$ cat config.mk
export PLATFORM = sky130hd
export DESIGN_NAME = pe_ctrl
export DESIGN_NICKNAME = d
export VERILOG_FILES = /design/src/rtl/pe_ctrl.sv
export SDC_FILE = /design/constraint.sdc
export NUM_CORES = 1
export LEC_CHECK = 0
export CORE_MARGIN = 8
export CORE_UTILIZATION = 39
export DETAILED_ROUTE_END_ITERATION = 6
export DONT_BUFFER_PORTS = 1
export GPL_TIMING_DRIVEN = 1
export PLACE_DENSITY = 0.57
export SYNTH_ARGS = -nofsm -noshare
export SYNTH_HDL_FRONTEND = slang
export SYNTH_SLANG_ARGS = --single-unit
$ cat constraint.sdc
create_clock -name clk -period 2.5 [get_ports clk]
set_input_delay 0.5 -clock clk [delete_from_list [all_inputs] [get_ports clk]]
set_output_delay 0.5 -clock clk [all_outputs]
set_load 0.01 [all_outputs]
$ cat src/rtl/pe_ctrl.sv
// pe_ctrl: sequencer that clears a convolution PE, loads its kernel, then runs one MAC pass and OFM write per window
module pe_ctrl #(
  parameter int         FILTER_WORDS = 4,
  parameter int         MAC_LEN      = 16,
  parameter logic [7:0] FILTER_BASE  = 8'd0,
  parameter logic [7:0] OFM_BASE     = 8'd0
) (
  input  logic       clk,
  input  logic       rst,
  input  logic       start,
  input  logic [7:0] num_windows,
  input  logic       win_ready,
  output logic       win_take,
  output logic       memRead,
  output logic [7:0] memAddr,
  output logic       winRst,
  output logic       wEnFilter,
  output logic       readEnmac,
  output logic       addEn,
  output logic       wrofm,
  output logic [5:0] filterCount,
  output logic [5:0] macCount,
  output logic       ofm_we,
  output logic [7:0] ofm_addr,
  output logic       busy,
  output logic       done
);
  typedef enum logic [2:0] {IDLE, CLR, LOAD_F, WAIT_WIN, MAC, WRITE, DONE} state_t;
  state_t     state_q, state_d;
  logic [5:0] cnt_q, cnt_d;
  logic [7:0] win_q, win_d, nw_q, nw_d;
  logic       rd_step, wr_step;
  // state, step counter, window index and latched window count
  always_ff @(posedge clk or posedge rst) begin
    if (rst) begin
      state_q <= IDLE;
      cnt_q   <= '0;
      win_q   <= '0;
      nw_q    <= '0;
    end else begin
      state_q <= state_d;
      cnt_q   <= cnt_d;
      win_q   <= win_d;
      nw_q    <= nw_d;
    end
  end
  // next-state sequencing; the step counter is left at 0 on every exit so each phase starts fresh
  always_comb begin
    state_d = state_q;
    cnt_d   = cnt_q;
    win_d   = win_q;
    nw_d    = nw_q;
    case (state_q)
      IDLE: if (start) begin
        state_d = CLR;
        nw_d    = num_windows;
        win_d   = '0;
      end
      CLR: begin
        cnt_d   = '0;
        state_d = (nw_q == 8'd0) ? DONE : LOAD_F;
      end
      LOAD_F: begin
        cnt_d   = (cnt_q == 6'(FILTER_WORDS)) ? 6'd0 : cnt_q + 6'd1;
        state_d = (cnt_q == 6'(FILTER_WORDS)) ? WAIT_WIN : LOAD_F;
      end
      WAIT_WIN: if (win_ready) begin
        state_d = MAC;
        cnt_d   = '0;
      end
      MAC: begin
        cnt_d   = (cnt_q == 6'(MAC_LEN)) ? 6'd0 : cnt_q + 6'd1;
        state_d = (cnt_q == 6'(MAC_LEN)) ? WRITE : MAC;
      end
      WRITE: begin
        state_d = (win_q == nw_q - 8'd1) ? DONE : WAIT_WIN;
        win_d   = (win_q == nw_q - 8'd1) ? win_q : win_q + 8'd1;
      end
      default: state_d = IDLE;
    endcase
  end
  // strobes decoded from registered state; memory data lags memRead by one cycle, hence the k-1 write address
  assign rd_step     = (state_q == LOAD_F) && (cnt_q < 6'(FILTER_WORDS));
  assign wr_step     = (state_q == LOAD_F) && (cnt_q != 6'd0);
  assign memRead     = rd_step;
  assign memAddr     = rd_step ? FILTER_BASE + {2'b00, cnt_q} : 8'd0;
  assign wEnFilter   = wr_step;
  assign filterCount = wr_step ? cnt_q - 6'd1 : (state_q == MAC) ? cnt_q : 6'd0;
  assign macCount    = (state_q == MAC) ? cnt_q : 6'd0;
  assign readEnmac   = (state_q == MAC);
  assign addEn       = (state_q == MAC);
  assign winRst      = (state_q == CLR);
  assign wrofm       = (state_q == CLR) || (state_q == WRITE);
  assign ofm_we      = (state_q == WRITE);
  assign ofm_addr    = (state_q == WRITE) ? OFM_BASE + win_q : 8'd0;
  assign busy        = (state_q != IDLE);
  assign done        = (state_q == DONE);
  assign win_take    = (state_q == WAIT_WIN) && win_ready;
endmodule

==> flow_summary.yaml <==
layout:
  seq_area_um2: 626
  layout.nets: 268
  layout_commonest_cell: "dfrtp_1"
  finish.utilization_pct: 45.6
  area_growth_pct: 11.6
  diodes: 0
  final_cell_mix: "25 x dfrtp_1, 21 x nor2_1, 21 x buf_4"
  multi_input_area_um2: 1220
  drive_gt1_share_pct: 17.2
  nFillCells: 488
  fin_cells: 317
worst_setup_path:
  end_kind: "output port"
  crit_chain: "inv_2 > ha_4 > nand2b_1 > or2_2 > o31ai_2 > buf_4 > nor2_1 > o21ai_1 > o21ai_1"
  critPathKind: "reg -> out"
  slowest_delay_ps: 390
  crit_top_cell: "o21ai_1"
  required_ps: 2000
  cp_data_arrival_time_ps: 1900
  crit_buf_inv: 2
  worst-path-max-fanout: 4
  path_delay_family: "compound AO/OA/AOI/OAI gates"
  setup.worst_path.start_class: "flip-flop"
  slowest_stage: "dfrtp_1"
power_and_ir_drop:
  seqPwrFrac_pct: 27.6
  powerDensity_nw_per_um2: 1130
  p_comb_share_pct: 62.7
  ir_drop_v: 0.000554
  power.share.clock_pct: 9.7
  p_sw_share_pct: 47.1
  p_sw_uw: 1170
  p_int_uw: 1310
  p_leak_uw: 0.000992
detailed_routing:
  wl_per_cell_um: 15.3
  first_pass_iters: 4
  vias: 1719
  drc: 0
  drt-initial-drc-count: 115
  viasPerCell: 5.42
  routed_wl_mm: 4.84
  antenna_left: 0
timing:
  worst_pin_slew_ps: 631
  slew_viol_final: 0
  clock.fmax_ghz: 0.417
  hold_violations: 0
  period_share_pct: 95.9
  fin_skew_ps: 6.92
  layout_min_cycle_time_ps: 2400
  hold_slack_ps: 159
  fin_tns_setup_ps: 0
  slew_headroom_pct: 57.8
  setup_viol: 0
  fin_ws_ps: 103
grt:
  grt_pass1_wl_mm: 7.91
  gr-usage-all-layers_pct: 13.0
  grt_overflow: 0
  antenna_found_initial: 0
  grt_pass1_vias: 1613
  grt_max_degree: 26
synthesis:
  synthAdderAreaFrac_pct: 3.20
  synth_area_um2: 1950
  yosys.area.top_type: "dfrtp_1"
  avgSynthCellArea_um2: 8.18
  yosys.area.top_type_share_pct: 32.0
  ys_top_cells_by_area: "dfrtp_1 32%, mux2i_1 4.6%, mux2_2 4.6%"
  synth-edff-count: 0
  synth_seq_cells: 25
  netlist_instances: 239
  yosysWarnings: 0
  muxShareOfSynthArea_pct: 9.22
  synth.distinct_cells: 46
  synthFlopType: "dfrtp_1"
  synthXorXnorAreaFrac_pct: 4.03
  yosys.area_share.simple_pct: 27.1
  synth_top_family_by_area: "simple AND/OR/NAND/NOR gates"
  synth_compound_area_share_pct: 16.3
  synthArstFlopShare_pct: 100
  ys_seq_area_share_pct: 32.0
placed_design:
  port_buffers: 0
  gp_congestion: 0.779
  dpl.hpwl_mm: 3.74
  dpl.cell_count: 311
  pre_cts_slack_ps: 177
outcome:
  status: "finished, final reports clean"
floorplan:
  io_pins: 50
  start_util_pct: 40.8
  dieArea_um2: 7530
  num_rows: 25
  core_um2: 4790
  die_height_um: 86.8
  die_w_um: 86.8
cts:
  cts_htree_levels: 1
  root_buffer: "clkbuf_8"
  path_clk_slew_ps: 90
  numCtsBuffers: 3
  cts_hold_buf: 0
  clockBufferDepth: 2
  tritoncts: "done"
  clkLatencyLatePin_ps: 270
  clock_sinks: 25
run:
  cap_violations: 0
hold_path:
  hp-class: "in -> async"
[layout make-up]
class,count,share of cell area [%]
clock buffers,3,1.89
multi-input cells,187,55.9
inverters,13,2.24
flip-flops and latches,25,28.7
well taps,67,3.84
clock inverters,1,0.229
repair buffers,21,7.23
[metal layers]
layer / vias to the layer above / GRT usage (%) / wire length, µm
met1: 819 / 16.0 / 2280
met4: 0 / 3.91 / 50
met2: 46 / 21.5 / 2180
li1: 849 / - / -
met5: - / 0 / 0
met3: 5 / 3.59 / 327
[synthesized netlist by cell type, drive strengths merged, types with 2 or more instances]
cell     number
dfrtp        25
nor2         21
nand2        17
o21ai        17
inv          13
and2         11
clkbuf       10
nand3        10
nor3         10
a21oi         9
and3          9
buf           9
mux2i         9
mux2          8
nand2b        7
ha            5
xnor2         5
o21bai        4
xor2          4
a211oi        3
nor2b         3
o2111ai       3
o22ai         3
o31ai         3
or3           3
nor3b         2
nor4          2
[per-stage QoR]
stage	area, µm²	power, µW
floorplan	1970	1750
global placement	2090	2140
detailed placement	2090	2150
CTS	2150	2430
global route	2180	2710
finish	2180	2470
[what timing repair did]
item                       4_1_cts  5_1_grt
setup buffers                    1        1
resized for setup                3        6
setup endpoints to repair        1        2
pin swaps                        0        0
[worst paths after layout]
| path | from | endpoint | slack, ps | depth (start not counted) |
|---|---|---|---|---|
| max reg2reg | nw_q[1] | win_q[5] | 200 | 8 |
| min in group clk | num_windows[3] | nw_q[3] | 370 | 1 |
| min reg2reg | win_q[2] | win_q[2] | 570 | 1 |
| min | rst | nw_q[3] | 160 | 2 |
| max | cnt_q[0] | filterCount[3] | 100 | 9 |
| max in group asynchronous | rst | win_q[6] | 2090 | 2 |
[flip-flops by register name, indices dropped and copies added (netlist names)]
signal,cells
nw_q,8
win_q,8
cnt_q,6
state_q,3
[kinds of logic after synthesis]
group           Yosys count
simple gates            100
compound gates           50
buf+inv                  32
flops                    25
mux                      17
xor+xnor                  9
fa+ha+maj                 5
other cells               1
[worst register-to-register path, cell delays in order (launching register included)]
cell and delay [ps]:
dfrtp_1 420, inv_1 80, ha_1 250, and2_1 210
o21a_1 190, o31a_1 250, nand4bb_2 320, o2111ai_1 300
mux2i_1 210
[power by group through the flow]
stage	registers [µW]	clock network [µW]	logic [µW]
floorplan	662	0	1090
global placement	683	0	1460
detailed placement	687	0	1470
CTS	680	250	1500
global route	704	270	1730
finish	682	241	1550
No activity file was read; power rests on OpenSTA's default activity.
